$ cat config.mk
export PLATFORM = sky130hd
export DESIGN_NAME = axi_reg_arbiter_flat
export DESIGN_NICKNAME = d
export VERILOG_FILES = /design/src/rtl/axi_reg_arbiter_pkg.sv /design/src/rtl/axi_reg_arbiter_if.sv /design/src/rtl/axi_reg_arbiter_rr_arb2.sv /design/src/rtl/axi_reg_arbiter.sv /design/src/flat_wrapper.sv
export SDC_FILE = /design/constraint.sdc
export NUM_CORES = 1
export LEC_CHECK = 0
export CAP_MARGIN = 20
export CORE_ASPECT_RATIO = 0.6
export CORE_MARGIN = 3
export CORE_UTILIZATION = 32
export CTS_CLUSTER_DIAMETER = 100
export DETAILED_ROUTE_END_ITERATION = 7
export HOLD_SLACK_MARGIN = 0.02
export PLACE_DENSITY_LB_ADDON = 0.2
export SYNTH_ARGS = -nofsm -noshare
export SYNTH_HDL_FRONTEND = slang
export SYNTH_SLANG_ARGS = --single-unit
export TNS_END_PERCENT = 10
$ cat constraint.sdc
create_clock -name clk -period 1.4 [get_ports clk]
set_input_delay 0.14 -clock clk [delete_from_list [all_inputs] [get_ports clk]]
set_output_delay 0.14 -clock clk [all_outputs]
set_load 0.01 [all_outputs]
$ cat src/rtl/axi_reg_arbiter_pkg.sv
// Shared types and constants for the two-port AXI register arbiter.
package axi_reg_pkg;

  typedef enum logic [2:0] {
    IDLE,
    WR_REQ,
    WR_RESP,
    RD_REQ,
    RD_RESP
  } arb_state_t;

  localparam logic [1:0] RESP_OKAY   = 2'b00;
  localparam logic [1:0] RESP_SLVERR = 2'b10;

  localparam int unsigned AXI_ID_W   = 4;
  localparam int unsigned AXI_ADDR_W = 32;
  localparam int unsigned AXI_DATA_W = 32;

endpackage

$ cat src/rtl/axi_reg_arbiter_if.sv
// AXI channel bundle between the arbiter (master) and the register slave.
interface axi_reg_arbiter_if #(
  parameter int unsigned ID_W   = axi_reg_pkg::AXI_ID_W,
  parameter int unsigned ADDR_W = axi_reg_pkg::AXI_ADDR_W,
  parameter int unsigned DATA_W = axi_reg_pkg::AXI_DATA_W
);
  logic [ID_W-1:0]     awid_o;
  logic [ADDR_W-1:0]   awaddr_o;
  logic                awvalid_o;
  logic                awready_i;
  logic [ID_W-1:0]     wid_o;
  logic [DATA_W-1:0]   wdata_o;
  logic [DATA_W/8-1:0] wstrb_o;
  logic                wlast_o;
  logic                wvalid_o;
  logic                wready_i;
  logic [ID_W-1:0]     bid_i;
  logic [1:0]          bresp_i;
  logic                bvalid_i;
  logic                bready_o;
  logic [ID_W-1:0]     arid_o;
  logic [ADDR_W-1:0]   araddr_o;
  logic                arvalid_o;
  logic                arready_i;
  logic [ID_W-1:0]     rid_i;
  logic [DATA_W-1:0]   rdata_i;
  logic [1:0]          rresp_i;
  logic                rlast_i;
  logic                rvalid_i;
  logic                rready_o;

  modport master (
    output awid_o, awaddr_o, awvalid_o, wid_o, wdata_o, wstrb_o, wlast_o, wvalid_o,
           bready_o, arid_o, araddr_o, arvalid_o, rready_o,
    input  awready_i, wready_i, bid_i, bresp_i, bvalid_i, arready_i,
           rid_i, rdata_i, rresp_i, rlast_i, rvalid_i
  );

  modport slave (
    input  awid_o, awaddr_o, awvalid_o, wid_o, wdata_o, wstrb_o, wlast_o, wvalid_o,
           bready_o, arid_o, araddr_o, arvalid_o, rready_o,
    output awready_i, wready_i, bid_i, bresp_i, bvalid_i, arready_i,
           rid_i, rdata_i, rresp_i, rlast_i, rvalid_i
  );
endinterface

$ cat src/rtl/axi_reg_arbiter_rr_arb2.sv
// Two-way round-robin arbiter; priority goes to the requester not granted last.
module rr_arb2 (
  input  logic       clk,
  input  logic       areset,
  input  logic [1:0] req,
  input  logic       advance,
  output logic [1:0] gnt,
  output logic       last
);

  always_comb begin
    gnt = '0;
    unique case (req)
      2'b01:   gnt = 2'b01;
      2'b10:   gnt = 2'b10;
      2'b11:   gnt = last ? 2'b01 : 2'b10;
      default: gnt = '0;
    endcase
  end

  // Resetting to 1 makes requester 0 win the first tie.
  always_ff @(posedge clk or negedge areset) begin
    if (!areset)
      last <= 1'b1;
    else if (advance && (|gnt))
      last <= gnt[1];
  end

endmodule

$ cat src/rtl/axi_reg_arbiter.sv
// Shares the AXI register slave between two local requesters, one
// single-beat command at a time, granted round-robin.
module axi_reg_arbiter
  import axi_reg_pkg::*;
#(
  parameter int unsigned ID_W   = AXI_ID_W,
  parameter int unsigned ADDR_W = AXI_ADDR_W,
  parameter int unsigned DATA_W = AXI_DATA_W
) (
  input  logic                  clk,
  input  logic                  areset,
  input  logic [1:0]            req_valid_i,
  input  logic [1:0]            req_we_i,
  input  logic [2*ADDR_W-1:0]   req_addr_i,
  input  logic [2*DATA_W-1:0]   req_wdata_i,
  input  logic [2*DATA_W/8-1:0] req_wstrb_i,
  output logic [1:0]            req_ready_o,
  output logic [1:0]            resp_valid_o,
  output logic [DATA_W-1:0]     resp_rdata_o,
  output logic                  resp_err_o,
  axi_reg_arbiter_if.master     axi
);

  localparam int unsigned STRB_W = DATA_W / 8;

  arb_state_t state, state_nxt;

  logic [1:0]        gnt;
  logic              gsel;
  logic              unused_last_gnt;
  logic              unused_rlast;
  logic              cur_g;
  logic [ADDR_W-1:0] cur_addr;
  logic [DATA_W-1:0] cur_wdata;
  logic [STRB_W-1:0] cur_wstrb;
  logic              aw_done, w_done;
  logic              awvalid, wvalid, bready, arvalid, rready;
  logic              take, aw_hs, w_hs, b_hs, ar_hs, r_hs;

  assign unused_rlast = axi.rlast_i;

  rr_arb2 u_rr_arb2 (
    .clk     (clk),
    .areset  (areset),
    .req     (req_valid_i),
    .advance (take),
    .gnt     (gnt),
    .last    (unused_last_gnt)
  );

  assign gsel  = gnt[1];
  assign take  = (state == IDLE) && (|req_valid_i);
  assign aw_hs = awvalid & axi.awready_i;
  assign w_hs  = wvalid  & axi.wready_i;
  assign b_hs  = bready  & axi.bvalid_i;
  assign ar_hs = arvalid & axi.arready_i;
  assign r_hs  = rready  & axi.rvalid_i;

  always_ff @(posedge clk or negedge areset) begin
    if (!areset)
      state <= IDLE;
    else
      state <= state_nxt;
  end

  always_comb begin
    state_nxt = state;
    unique case (state)
      IDLE:    if (take) state_nxt = req_we_i[gsel] ? WR_REQ : RD_REQ;
      WR_REQ:  if ((aw_done | aw_hs) && (w_done | w_hs)) state_nxt = WR_RESP;
      WR_RESP: if (b_hs) state_nxt = IDLE;
      RD_REQ:  if (ar_hs) state_nxt = RD_RESP;
      RD_RESP: if (r_hs) state_nxt = IDLE;
      default: state_nxt = IDLE;
    endcase
  end

  // AW and W valids fall independently once their own handshake is recorded.
  always_comb begin
    req_ready_o = '0;
    awvalid     = 1'b0;
    wvalid      = 1'b0;
    bready      = 1'b0;
    arvalid     = 1'b0;
    rready      = 1'b0;
    unique case (state)
      IDLE:    req_ready_o = gnt;
      WR_REQ:  begin
        awvalid = !aw_done;
        wvalid  = !w_done;
      end
      WR_RESP: bready  = 1'b1;
      RD_REQ:  arvalid = 1'b1;
      RD_RESP: rready  = 1'b1;
      default: ;
    endcase
  end

  always_ff @(posedge clk or negedge areset) begin
    if (!areset) begin
      cur_g     <= 1'b0;
      cur_addr  <= '0;
      cur_wdata <= '0;
      cur_wstrb <= '0;
      aw_done   <= 1'b0;
      w_done    <= 1'b0;
    end else if (take) begin
      cur_g     <= gsel;
      cur_addr  <= gsel ? req_addr_i[2*ADDR_W-1:ADDR_W]  : req_addr_i[ADDR_W-1:0];
      cur_wdata <= gsel ? req_wdata_i[2*DATA_W-1:DATA_W] : req_wdata_i[DATA_W-1:0];
      cur_wstrb <= gsel ? req_wstrb_i[2*STRB_W-1:STRB_W] : req_wstrb_i[STRB_W-1:0];
      aw_done   <= 1'b0;
      w_done    <= 1'b0;
    end else begin
      if (aw_hs) aw_done <= 1'b1;
      if (w_hs)  w_done  <= 1'b1;
    end
  end

  always_ff @(posedge clk or negedge areset) begin
    if (!areset) begin
      resp_valid_o <= '0;
      resp_rdata_o <= '0;
      resp_err_o   <= 1'b0;
    end else begin
      resp_valid_o <= '0;
      if (b_hs) begin
        resp_valid_o <= {cur_g, ~cur_g};
        resp_rdata_o <= '0;
        resp_err_o   <= (axi.bresp_i != RESP_OKAY) | (axi.bid_i != ID_W'(cur_g));
      end else if (r_hs) begin
        resp_valid_o <= {cur_g, ~cur_g};
        resp_rdata_o <= axi.rdata_i;
        resp_err_o   <= (axi.rresp_i != RESP_OKAY) | (axi.rid_i != ID_W'(cur_g));
      end
    end
  end

  assign axi.awid_o    = ID_W'(cur_g);
  assign axi.awaddr_o  = cur_addr;
  assign axi.awvalid_o = awvalid;
  assign axi.wid_o     = ID_W'(cur_g);
  assign axi.wdata_o   = cur_wdata;
  assign axi.wstrb_o   = cur_wstrb;
  assign axi.wlast_o   = 1'b1;
  assign axi.wvalid_o  = wvalid;
  assign axi.bready_o  = bready;
  assign axi.arid_o    = ID_W'(cur_g);
  assign axi.araddr_o  = cur_addr;
  assign axi.arvalid_o = arvalid;
  assign axi.rready_o  = rready;

endmodule

$ cat src/flat_wrapper.sv
// flat-port wrapper written by rule: the top's interface ports become plain ports
module axi_reg_arbiter_flat import axi_reg_pkg::*;
#(
  parameter int unsigned ID_W   = AXI_ID_W,
  parameter int unsigned ADDR_W = AXI_ADDR_W,
  parameter int unsigned DATA_W = AXI_DATA_W
)
  (clk, areset, req_valid_i, req_we_i, req_addr_i, req_wdata_i, req_wstrb_i, req_ready_o, resp_valid_o, resp_rdata_o, resp_err_o, axi_awid_o, axi_awaddr_o, axi_awvalid_o, axi_wid_o, axi_wdata_o, axi_wstrb_o, axi_wlast_o, axi_wvalid_o, axi_bready_o, axi_arid_o, axi_araddr_o, axi_arvalid_o, axi_rready_o, axi_awready_i, axi_wready_i, axi_bid_i, axi_bresp_i, axi_bvalid_i, axi_arready_i, axi_rid_i, axi_rdata_i, axi_rresp_i, axi_rlast_i, axi_rvalid_i);
  axi_reg_arbiter_if #(.ID_W(ID_W), .ADDR_W(ADDR_W), .DATA_W(DATA_W)) axi_i ();
  input  logic clk;
  input  logic areset;
  input  logic [1:0] req_valid_i;
  input  logic [1:0] req_we_i;
  input  logic [2*ADDR_W-1:0] req_addr_i;
  input  logic [2*DATA_W-1:0] req_wdata_i;
  input  logic [2*DATA_W/8-1:0] req_wstrb_i;
  output logic [1:0] req_ready_o;
  output logic [1:0] resp_valid_o;
  output logic [DATA_W-1:0] resp_rdata_o;
  output logic resp_err_o;
  output wire logic [$bits(axi_i.awid_o)-1:0] axi_awid_o;
  output wire logic [$bits(axi_i.awaddr_o)-1:0] axi_awaddr_o;
  output wire logic [$bits(axi_i.awvalid_o)-1:0] axi_awvalid_o;
  output wire logic [$bits(axi_i.wid_o)-1:0] axi_wid_o;
  output wire logic [$bits(axi_i.wdata_o)-1:0] axi_wdata_o;
  output wire logic [$bits(axi_i.wstrb_o)-1:0] axi_wstrb_o;
  output wire logic [$bits(axi_i.wlast_o)-1:0] axi_wlast_o;
  output wire logic [$bits(axi_i.wvalid_o)-1:0] axi_wvalid_o;
  output wire logic [$bits(axi_i.bready_o)-1:0] axi_bready_o;
  output wire logic [$bits(axi_i.arid_o)-1:0] axi_arid_o;
  output wire logic [$bits(axi_i.araddr_o)-1:0] axi_araddr_o;
  output wire logic [$bits(axi_i.arvalid_o)-1:0] axi_arvalid_o;
  output wire logic [$bits(axi_i.rready_o)-1:0] axi_rready_o;
  input wire logic [$bits(axi_i.awready_i)-1:0] axi_awready_i;
  input wire logic [$bits(axi_i.wready_i)-1:0] axi_wready_i;
  input wire logic [$bits(axi_i.bid_i)-1:0] axi_bid_i;
  input wire logic [$bits(axi_i.bresp_i)-1:0] axi_bresp_i;
  input wire logic [$bits(axi_i.bvalid_i)-1:0] axi_bvalid_i;
  input wire logic [$bits(axi_i.arready_i)-1:0] axi_arready_i;
  input wire logic [$bits(axi_i.rid_i)-1:0] axi_rid_i;
  input wire logic [$bits(axi_i.rdata_i)-1:0] axi_rdata_i;
  input wire logic [$bits(axi_i.rresp_i)-1:0] axi_rresp_i;
  input wire logic [$bits(axi_i.rlast_i)-1:0] axi_rlast_i;
  input wire logic [$bits(axi_i.rvalid_i)-1:0] axi_rvalid_i;
  assign axi_awid_o = axi_i.awid_o;
  assign axi_awaddr_o = axi_i.awaddr_o;
  assign axi_awvalid_o = axi_i.awvalid_o;
  assign axi_wid_o = axi_i.wid_o;
  assign axi_wdata_o = axi_i.wdata_o;
  assign axi_wstrb_o = axi_i.wstrb_o;
  assign axi_wlast_o = axi_i.wlast_o;
  assign axi_wvalid_o = axi_i.wvalid_o;
  assign axi_bready_o = axi_i.bready_o;
  assign axi_arid_o = axi_i.arid_o;
  assign axi_araddr_o = axi_i.araddr_o;
  assign axi_arvalid_o = axi_i.arvalid_o;
  assign axi_rready_o = axi_i.rready_o;
  assign axi_i.awready_i = axi_awready_i;
  assign axi_i.wready_i = axi_wready_i;
  assign axi_i.bid_i = axi_bid_i;
  assign axi_i.bresp_i = axi_bresp_i;
  assign axi_i.bvalid_i = axi_bvalid_i;
  assign axi_i.arready_i = axi_arready_i;
  assign axi_i.rid_i = axi_rid_i;
  assign axi_i.rdata_i = axi_rdata_i;
  assign axi_i.rresp_i = axi_rresp_i;
  assign axi_i.rlast_i = axi_rlast_i;
  assign axi_i.rvalid_i = axi_rvalid_i;
  axi_reg_arbiter #(.ID_W(ID_W), .ADDR_W(ADDR_W), .DATA_W(DATA_W)) u_core (.clk(clk), .areset(areset), .req_valid_i(req_valid_i), .req_we_i(req_we_i), .req_addr_i(req_addr_i), .req_wdata_i(req_wdata_i), .req_wstrb_i(req_wstrb_i), .req_ready_o(req_ready_o), .resp_valid_o(resp_valid_o), .resp_rdata_o(resp_rdata_o), .resp_err_o(resp_err_o), .axi(axi_i));
endmodule
# --- After elaboration in Yosys (flattened, before gate mapping) ---
# Cells that the tools add are included.
word_totals:
  inputBits: 192
  register_bits: 110
classes:
  n_bitwise: 10
  magnitude_cmp: 1
  muxes: 30
  n_eq_ne: 14
  n_reduce_logical: 14
op_table:
  columns: ["cell", "count"]
  rows:
  - ["$mux 32", 4]
  - ["$mux 3", 5]
  - ["$pmux 3 s5", 1]
  - ["$mux 1", 13]
  - ["$mux 2", 5]
  - ["$reduce_bool 2->1", 5]
  - ["$ne 2x1->1 const B", 4]
  - ["$ne 4x1->1", 2]
  - ["$eq 3x2->1 const B", 2]
  - ["$pmux 2 s3", 1]
  - ["$and 1x1->1", 5]
  - ["$reduce_and 5->1", 1]
  - ["$eq 2x2->1 const B", 2]
  - ["$mux 4", 1]
  - ["$or 1x1->1", 4]
  - ["$reduce_or 2->1", 2]
  - ["$eq 3x1->1 const B", 1]
  - ["$eq 3x3->1 const B", 1]
  - ["$logic_and 1x1->1", 3]
  - ["$logic_not 3->1", 1]
  - ["$eq 2x1->1 const B", 1]
  - ["$logic_not 1->1", 2]
  - ["$lt 1x2->1 const B", 1]
  - ["$ne 2x2->1 const B", 1]
  - ["$not 1->1", 1]

# --- Depth between registers and ports, before layout ---
# Gate-level depths: netlist of the first run.
logic_depth:
  ltp_word: 7
  depth_mapped: 7
  mapped_depth_nobuf: 4

# --- Modules after synthesis ---
# A second synthesis of the first run with hierarchy kept.
unflattened:
  cells_unflattened: 399
  hier_area_um2: 5466.5
modules_own_cells:
  columns: ["module", "seq_area_each_um2", "area_per_inst_um2", "cells_per_inst", "instances"]
  rows:
  - ["axi_reg_arbiter", 2727.6, 5410.2, 393, 1]
  - ["rr_arb2", 26.3, 56.3, 6, 1]

# --- Least setup slack after synthesis of the first run ---
# OpenSTA, ideal clock, no wires.
synth_timing:
  path_type: "flip-flop to flip-flop"
  from: "register u_core.state[1]"
  to: "register u_core.state[1]"
  path_buffers: 1
  setup_time_ns: 0.130
  synth_period_minus_slack_ns: 1.459
  arrival_time_ns: 1.329
  path_slack_ns: -0.059
  path_stages_with_launch: 6
  path_cell_list: "dfrtp_1 -> buf_6 -> or4_1 -> a21o_1 -> a31oi_1 -> a31oi_1"
synth_via:
  elab_chain_len: 7
  elab_cells_between_ends: 26
synth_rtl:
  columns: ["item", "line", "text"]
  rows:
  - ["start, declared", "axi_reg_arbiter.sv:26", "arb_state_t state, state_nxt;"]
  - ["start signal, assigned", "axi_reg_arbiter.sv:63", "state <= state_nxt;"]
  - ["$eq 3x1->1", "axi_reg_arbiter.sv:68, axi_reg_arbiter.sv:86", null]
  - ["$mux 1", "axi_reg_arbiter.sv:86", "unique case (state)"]
  - ["$and 1x1->1, on equally long branches", "axi_reg_arbiter.sv:53, axi_reg_arbiter.sv:54", null]
  - ["$or 1x1->1", "axi_reg_arbiter.sv:70", "WR_REQ: if ((aw_done | aw_hs) && (w_done | w_hs)) state_nxt = WR_RESP;"]
  - ["$logic_and 1x1->1", "axi_reg_arbiter.sv:70", null]
  - ["$ne 2x1->1 (no source line)", null, null]
  - ["$reduce_and 5->1 (no source line)", null, null]
# Parallel ways exist; a longest one is shown, timed or not.
# A chain may end at the register's enable or synchronous reset.

# --- Final worst setup path of the first run ---
layout_timing:
  from: "register u_core.state[2]"
  to: "register u_core.resp_rdata_o[12]"
layout_via:
  elab_chain_len: 4
  elab_cells_between_ends: 8
layout_rtl:
  columns: ["item", "line", "text"]
  rows:
  - ["$eq 3x2->1 or $eq 3x3->1 (tied branches)", "axi_reg_arbiter.sv:86", null]
  - ["$mux 1", "axi_reg_arbiter.sv:86", null]
  - ["$and 1x1->1, on equally long branches", "axi_reg_arbiter.sv:55, axi_reg_arbiter.sv:57", null]
  - ["$mux 32 or $reduce_bool 2->1 (tied branches)", null, null]
  - ["end signal, assigned", "axi_reg_arbiter.sv:133", "resp_rdata_o <= axi.rdata_i;"]
  - ["end, declared", "axi_reg_arbiter.sv:19", "output logic [DATA_W-1:0] resp_rdata_o,"]
# Parallel ways exist; a longest one is shown, timed or not.

==> flow_metrics.tcl, run 1 <==
set metrics [dict create \
    status "finished with violations" \
    violations "negative setup slack" \
    max_freq_ghz 0.640 \
    die_y_um 103 \
    r2r_end "u_core.resp_rdata_o[12]" \
    grt_start_max_net_pins 111 \
    n_antenna_cell 0 \
    timing.setup.tns_ps -9400 \
    worstPathMaxFanout 35 \
    grt_first_pass_wirelength_um 28000 \
    instances_no_fill 1001 \
    worst_slack_ps -162 \
    maxCapViolCount 0 \
    viasPerCell 4.91 \
    cp_data_required_time_ps 1620 \
    holdWs_ps 376 \
    power_mw 16.5 \
    rsz0062_at_grt "yes" \
    drtIter0Drc 220 \
    grt_pass1_vias 5091 \
    setup_viol 108 \
    fin_crit_ps 1560 \
    p_seq_frac 0.329 \
    dpl-instance-area_um2 8360 \
    core_um2 14800 \
    crit_path_start_kind "flop" \
    finalCoreUtilization 0.597 \
    port_buffers 335 \
    irDropWorstVdd_uv 819 \
    hold_end "u_core.aw_done" \
    clkPwrFrac 0.153 \
    slew_headroom 0.585 \
    path_clk_slew_ps 80 \
    first_pass_iters 4 \
    reg2regPathDepth 6 \
    drc_errors 0 \
    switching_share 0.380 \
    syn_inst 489 \
    place.gp.congestion 0.870 \
    vias 4915 \
    ant_nets 0 \
    dp_hpwl_um 13700 \
    hold_path_depth 3 \
    final_nets 990 \
    die-width_um 167 \
    numCtsBuffers 9 \
    yosys_warnings 0 \
    synth_seq_cells 110 \
    cts_buffer_depth 2 \
    ys_seq_area_frac 0.553 \
    intPower_mw 10.2 \
    syn_area_per_cell_um2 10.2 \
    routedWlPerCell_um 18.5 \
    cts_tree "done" \
    crit_type "reg2reg" \
    synth_area_um2 4980 \
    rows 34 \
    clk_latency_ps 340 \
    drt_wl_total_um 18500 \
    synth_cell_type_count 37 \
    drive_above_1_share 0.123 \
    dp.cells 974 \
    min_path_type "in2reg" \
    final_max_slew_viol_count 0 \
    grt_usage 0.205 \
    p_leak_nw 4.48 \
    place_ws_ps -416 \
    grt.overflow.total 0 \
    r2r_slack_ps -160 \
    final_area_um2 8860 \
    r2r_start "u_core.state[2]" \
    fin_worst_skew_ps 9.14 \
    hp-start "req_valid_i[1]" \
    area_delta_synth_final_pct 78.0 \
    finalCritPeriodShare 1.12 \
    end_kind "flop" \
    cts_sinks 110 \
    cts-root-buf "clkbuf_16" \
    initial_core_util 0.335 \
    antenna_found_initial 0 \
    cts_max_level 3 \
    powerDensity_nw_per_um2 1860 \
    comb_power_share 0.518 \
    io-pin-count 347 \
    switching_power_mw 6.26 \
    finalHoldViolations 0 \
    tightest_slew_ps 623 \
    worst_ep_arrival_time_ps 1790 \
    die_area_um2 17100 \
]
-- layer usage --
| metal | part of all wire | track usage | wire [um] |
|---|---|---|---|
| met1 | 0.40 | 0.252 | 7350 |
| met2 | 0.52 | 0.369 | 9550 |
| met3 | 0.072 | 0.0571 | 1330 |
| met4 | 0.013 | 0.0437 | 242 |
| met5 | 0 | 0 | 0 |
-- cell usage in the layout, fill, tap and decap left out, types with 4 or more instances in the layout --
master           instances
clkbuf_16                9
nand2_1                 72
o21ai_2                 15
buf_6                    8
o21ai_1                 54
conb_1                  10
o22ai_1                 69
buf_2                    6
nor2_2                   4
buf_12                   8
dlygate4sd2_1          109
nor2_1                   4
dfrtp_1                108
dlymetal6s2s_1          28
a22o_1                  32
buf_4                   23
clkdlybuf4s50_1        190
-- sequential cells by signal, indices dropped and copies added, names as in the netlist, 2 cells and up --
register / count
u_core.state: 3
u_core.axi.wstrb_o: 4
u_core.resp_rdata_o: 32
u_core.axi.wdata_o: 32
u_core.resp_valid_o: 2
u_core.axi.araddr_o: 32
-- power by group through the flow --
| stage | clock (mW) | sequential (mW) | combinational [mW] |
|---|---|---|---|
| after floorplan | 0 | 5.96 | 3.70 |
| after global placement | 0 | 5.46 | 8.73 |
| after detailed placement | 0 | 5.54 | 8.87 |
| after CTS | 2.59 | 5.44 | 8.49 |
| after global routing | 2.73 | 5.62 | 9.25 |
| final | 2.52 | 5.42 | 8.53 |
-- cells in the mapped netlist, drive strengths merged --
cell type  count  area (um2)
nor2b          1        6.26
xor2           1        8.76
nand2         74         278
o22ai         69         432
conb           2        7.51
nor2           9        33.8
buf           76         539
inv            4        15.0
a21o           3        22.5
a22oi          2        15.0
clkbuf        10        37.5
xnor2          1        8.76
a21oi          3        15.0
nor4           1        6.26
or4            2        15.0
o21ai         71         359
a31oi          2        12.5
mux2i          1        10.0
o311ai         2        17.5
nor3b          3        27.5
nand3b         3        22.5
o21a           1        7.51
dfrtp        109        2730
or3b           1        8.76
dfstp          1        26.3
a21boi         2        18.8
and2           1        6.26
a22o          32         280
nor3           1        10.0
nand3          1        5.00
-- cell type report --
class,count,area [um2]
clock inverter,4,36.3
tap,198,248
multi-input combinational,297,1800
inverter,4,15.0
fill,1264,5980
sequential,110,2760
timing repair buffer,376,3750
clock buffer,12,256
-- how the worst max path moves through the flow --
| stage | from | endpoint | cells after the start |
|---|---|---|---|
| after floorplan | u_core.state[1] | u_core.state[1] | 5 |
| final | u_core.state[2] | u_core.resp_rdata_o[12] | 6 |
| after global routing | u_core.state[2] | u_core.resp_rdata_o[10] | 6 |
| after detailed placement | req_valid_i[1] | u_core.axi.wdata_o[26] | 5 |
| after CTS | u_core.state[2] | u_core.resp_rdata_o[15] | 6 |
| after global placement | req_valid_i[0] | req_ready_o[0] | 5 |
-- worst max-delay path: stages (launching register included) --
cell,delay [ps]
dfrtp_1,430
buf_6,150
buf_6,120
nand3b_1,140
a21o_1,180
buf_12,170
a22o_1,250
-- timing repair --
item	CTS	global route
pin swaps	9	18
hold buffers	1	0
cloned	3	0
setup endpoints to repair	223	144
hold endpoints to repair	109	0
resized for setup	161	50
setup buffers	6	1
-- kinds of logic (layout without fill, tap and decap cells) --
group,count (synthesis),in the layout,synth area share
AND/OR/NAND/NOR,97,97,0.0842
other,2,10,0.00151
AO/OA/AOI/OAI,187,187,0.237
XOR/XNOR,2,2,0.00352
flip-flops,110,110,0.553
buffers and inverters,90,396,0.119
multiplexers,1,1,0.00201
(Power assumes the default switching activity.)
==> inputs of run 2 (changes only) <==
Settings changed: CORE_UTILIZATION 32 to 33, CTS_BUF_LIST set to sky130_fd_sc_hd__clkbuf_4 sky130_fd_sc_hd__clkbuf_8.
==> flow_metrics.tcl, run 2 (same netlist as run 1, synthesis figures left out) <==
set metrics [dict create \
    status "finished with violations" \
    violations "negative setup slack" \
    dp.cells 970 \
    max_freq_ghz 0.614 \
    crit_path_start_kind "flop" \
    drive_above_1_share 0.124 \
    routed-wl-met3_um 1460 \
    holdWs_ps 295 \
    cts_buffer_depth 2 \
    clkPwrFrac 0.128 \
    power_mw 16.2 \
    place.gp.congestion 0.796 \
    place_ws_ps -420 \
    timing.setup.tns_ps -15170 \
    grt_first_pass_wirelength_um 27900 \
    viasPerCell 4.95 \
    grt_start_max_net_pins 57 \
    worst_slack_ps -228 \
    area_delta_synth_final_pct 75.6 \
    clk_latency_ps 370 \
    final_area_um2 8740 \
    cts_tree "done" \
    slowest_delay_ps 400 \
    cts_max_level 3 \
    rsz0062_at_grt "yes" \
    finalCoreUtilization 0.598 \
    setup_viol 113 \
    intPower_mw 9.82 \
    min_path_type "in2async" \
    instances_no_fill 1002 \
    die_y_um 101 \
    first_pass_iters 4 \
    antenna_found_initial 0 \
    p_seq_frac 0.334 \
    cp_data_required_time_ps 1260 \
    cts-root-buf "clkbuf_8" \
    finalHoldViolations 0 \
    die-width_um 165 \
    powerDensity_nw_per_um2 1850 \
    ant_nets 0 \
    die_area_um2 16600 \
    irDropWorstVdd_uv 883 \
    drtIter0Drc 209 \
    cts_sinks 110 \
    met1Wirelength_um 7630 \
    numCtsBuffers 9 \
    grt_usage 0.214 \
    layout_commonest_cell "clkdlybuf4s50_1" \
    highest_layer "met4" \
    grt.overflow.total 0 \
    grt_pass1_vias 5116 \
    crit_chain "buf_6 -> nor3_4 -> buf_6 -> nand2_2 -> inv_2 -> buf_6" \
    path_delay_family "buffers and inverters" \
    maxCapViolCount 0 \
    cpMostUsedCell "buf_6" \
    drt_wl_total_um 18500 \
    core_um2 14600 \
    p_leak_nw 4.16 \
    port_buffers 335 \
    crit_buf_inv 4 \
    worst_ep_arrival_time_ps 1490 \
    dpl-instance-area_um2 8340 \
    final_max_slew_viol_count 0 \
    fin_crit_ps 1630 \
    slowest_stage "dfrtp_1" \
    path_clk_slew_ps 110 \
    end_kind "primary output" \
    io-pin-count 347 \
    rows 34 \
    switching_power_mw 6.34 \
    fin_worst_skew_ps 16.8 \
    finalCritPeriodShare 1.16 \
    comb_power_share 0.538 \
    worstPathMaxFanout 3 \
    dp_hpwl_um 13300 \
    vias 4963 \
    crit_type "reg2out" \
    routedWlPerCell_um 18.4 \
    final_nets 991 \
    initial_core_util 0.340 \
    final_cell_mix "clkdlybuf4s50_1, dlygate4sd2_1, dfrtp_1" \
    n_antenna_cell 0 \
    switching_share 0.392 \
    met2_length_um 9090 \
    drc_errors 0 \
]
## run 2: path summary, 6_finish.rpt
| kind | startpoint | to | slack [ps] | depth (start not counted) |
|---|---|---|---|---|
| setup / recovery | u_core.state[2] | req_ready_o[0] | -230 | 6 |
| hold / removal | areset | u_core.resp_rdata_o[22] | 300 | 3 |
| setup reg to reg | u_core.u_rr_arb2.last | u_core.axi.araddr_o[20] | -220 | 6 |
| hold reg to reg | u_core.axi.wstrb_o[2] | u_core.axi.wstrb_o[2] | 490 | 2 |
| max in group asynchronous | areset | u_core.u_rr_arb2.last | 770 | 3 |
| min in group clk | axi_rdata_i[20] | u_core.resp_rdata_o[20] | 360 | 2 |
## run 2: area by class of cell
| class | instances | area, um2 |
|---|---|---|
| clock buffers | 10 | 138 |
| clock inverters | 6 | 76.3 |
| fillers | 1311 | 5890 |
| inverters | 4 | 15.0 |
| multi-input cells | 297 | 1790 |
| flip-flops and latches | 110 | 2760 |
| well taps | 198 | 248 |
| repair buffers | 377 | 3720 |
## run 2: routing by layer
layer / vias to the layer above / track usage
met3: 24 / 0.0670
met4: 0 / 0.0451
met1: 2399 / 0.266
met5: - / 0
li1: 2330 / -
met2: 210 / 0.370
## run 2: worst reg2reg max path, cell delays in order (launching register included)
cell and delay (ps):
dfstp_2 540, inv_1 70, a21boi_4 270, buf_4 180, bufbuf_16 280, o22ai_1 90
o21ai_1 130
## run 2: repair_timing
action                     CTS  global route
hold endpoints to repair   109             0
hold buffers                 1             0
cloned                       5             0
pin swaps                    3            41
setup endpoints to repair  250           115
resized for setup          186            33
setup buffers                8             3
## run 2: power groups by stage
stage | Sequential [mW] | Clock [mW] | Combinational, mW
after floorplan | 5.96 | 0 | 3.70
after global placement | 5.44 | 0 | 8.66
after detailed placement | 5.52 | 0 | 8.80
after CTS | 5.37 | 2.14 | 8.42
after global routing | 5.57 | 2.28 | 9.39
final | 5.40 | 2.07 | 8.69
==> inputs of run 3 (changes only) <==
Settings changed: CORE_UTILIZATION 33 to 34, SLEW_MARGIN set to 20, SYNTH_HIERARCHICAL set to 1.
==> flow_metrics.tcl, run 3 <==
set metrics [dict create \
    final_nets 925 \
    fin_crit_ps 1720 \
    powerDensity_nw_per_um2 1880 \
    finalHoldViolations 0 \
    r2r_end "u_core/axi.araddr_o[3]" \
    ant_nets 0 \
    maxCapViolCount 0 \
    synth_seq_cells 110 \
    cts-root-buf "clkbuf_8" \
    vias 4463 \
    path_clk_slew_ps 120 \
    cp_data_required_time_ps 1260 \
    yosys.area_share.simple 0.0323 \
    grt_start_max_net_pins 43 \
    p_leak_nw 4.72 \
    reg2regPathDepth 5 \
    clk_latency_ps 380 \
    status "finished with violations" \
    rsz0062_at_grt "yes" \
    end_kind "primary output" \
    drt_wl_total_um 18600 \
    synthDominantCellAreaShare 0.499 \
    syn_area_per_cell_um2 13.7 \
    cts_buffer_depth 2 \
    cts_sinks 110 \
    worstPathMaxFanout 3 \
    routedWlPerCell_um 19.7 \
    synth-edff-count 0 \
    numCtsBuffers 9 \
    worst_ep_arrival_time_ps 1580 \
    final_area_um2 9860 \
    io-pin-count 347 \
    rows 35 \
    fillers 1241 \
    port_buffers 335 \
    ys_seq_area_frac 0.504 \
    yosysMostFrequentCell "mux2_2" \
    drtIter0Drc 137 \
    ys_async_sr_fraction 1.00 \
    synth.area.top_cells "dfrtp_1, mux2_2, buf_4" \
    instances_no_fill 941 \
    cts_max_level 3 \
    yosys_warnings 6 \
    synth_cell_type_count 38 \
    synth_ff_type "dfrtp_1" \
    n_antenna_cell 0 \
    drive_above_1_share 0.310 \
    cts_tree "done" \
    die_y_um 104 \
    die-width_um 170 \
    dp_hpwl_um 13100 \
    grt_usage 0.189 \
    violations "negative setup slack" \
    grt.overflow.total 0 \
    synth_xor_area_frac 0.00320 \
    worst_slack_ps -319 \
    syn_inst 399 \
    synth_area_um2 5470 \
    dpl-instance-area_um2 8960 \
    yosys.area_share.adder 0 \
    antenna_found_initial 0 \
    power_mw 18.5 \
    dp.cells 905 \
    yosysTopAreaCell "dfrtp_1" \
    final_cell_mix "clkdlybuf4s50_1, dlygate4sd2_1, mux2_4" \
    synth_compound_area_frac 0.0689 \
    initial_core_util 0.352 \
    viasPerCell 4.74 \
    crit_type "reg2out" \
    layout_commonest_cell "clkdlybuf4s50_1" \
    core_um2 15500 \
    first_pass_iters 4 \
    fin_worst_skew_ps 15.4 \
    place_ws_ps -636 \
    die_area_um2 17700 \
    r2r_start "u_core/u_rr_arb2/last" \
    synth_mux_area_frac 0.296 \
    synth_top_family_by_area "multiplexers" \
    drc_errors 0 \
    place.gp.congestion 0.763 \
    r2r_slack_ps -320 \
    max_freq_ghz 0.582 \
    min_path_type "in2async" \
    finalCritPeriodShare 1.23 \
    final_max_slew_viol_count 0 \
    synth_common_cells "mux2_2, dfrtp_1, buf_4, a22o_1, mux2_4" \
    grt_first_pass_wirelength_um 26500 \
    area_delta_synth_final_pct 80.4 \
    crit_path_start_kind "flop" \
    irDropWorstVdd_uv 710 \
    grt_pass1_vias 4701 \
    setup_viol 116 \
]
[run 3: metal layers]
metal	global-route usage	share of wire	vias to the layer above
met2	0.330	0.50	175
met4	0.0338	0.0045	0
met5	0	0	-
met1	0.238	0.43	2237
li1	-	-	2043
met3	0.0513	0.064	8
[run 3: metrics by stage]
stage	utilization	TNS, ps	hold WS [ps]
global route	0.634	-33460	245
global placement	0.576	-47250	101
floorplan	-	-30640	-156
detailed placement	0.576	-49210	106
CTS	0.596	-25210	220
finish	0.634	-27530	252
[run 3: power breakdown]
part	total, mW	internal (mW)	switching [mW]	leakage (nW)
Sequential	5.68	4.70	0.979	1.36
Clock	2.26	1.05	1.21	0.119
Combinational	10.6	6.36	4.21	3.24
Total	18.5	12.1	6.40	4.72
[run 3: critical path, stage by stage (launching register included)]
cell and delay, ps:
dfstp_2 590, inv_2 40, a21boi_2 130, nor4b_4 250
buf_2 180
[run 3: how the worst max path moves through the flow]
stage,from,to,slack [ps],depth (start not counted)
floorplan,u_core/state[1],u_core/axi.wdata_o[10],-350,4
global placement,req_valid_i[0],req_ready_o[0],-670,4
detailed placement,req_valid_i[0],req_ready_o[0],-640,4
CTS,u_core/u_rr_arb2/last,req_ready_o[0],-320,4
global route,u_core/u_rr_arb2/last,req_ready_o[0],-430,4
finish,u_core/u_rr_arb2/last,req_ready_o[0],-320,4
[run 3: cell type report]
class / instances / area [um2] / area share
clock buffer: 9 / 124 / 0.0126
tap: 203 / 254 / 0.0258
timing repair buffer: 386 / 3930 / 0.399
multi-input combinational: 223 / 2670 / 0.270
inverter: 3 / 11.3 / 0.00114
clock inverter: 7 / 114 / 0.0115
sequential: 110 / 2760 / 0.280
[run 3: kinds of logic after synthesis]
group,Yosys count
XOR/XNOR,2
multiplexers,138
flip-flops,110
AO/OA/AOI/OAI,45
other,2
buffers and inverters,74
AND/OR/NAND/NOR,28
[run 3: what timing repair did]
action,4_1_cts,5_1_grt
cloned,2,9
hold endpoints to repair,24,0
pin swaps,28,11
setup buffers,8,0
hold buffers,1,0
setup endpoints to repair,252,119
resized for setup,210,99
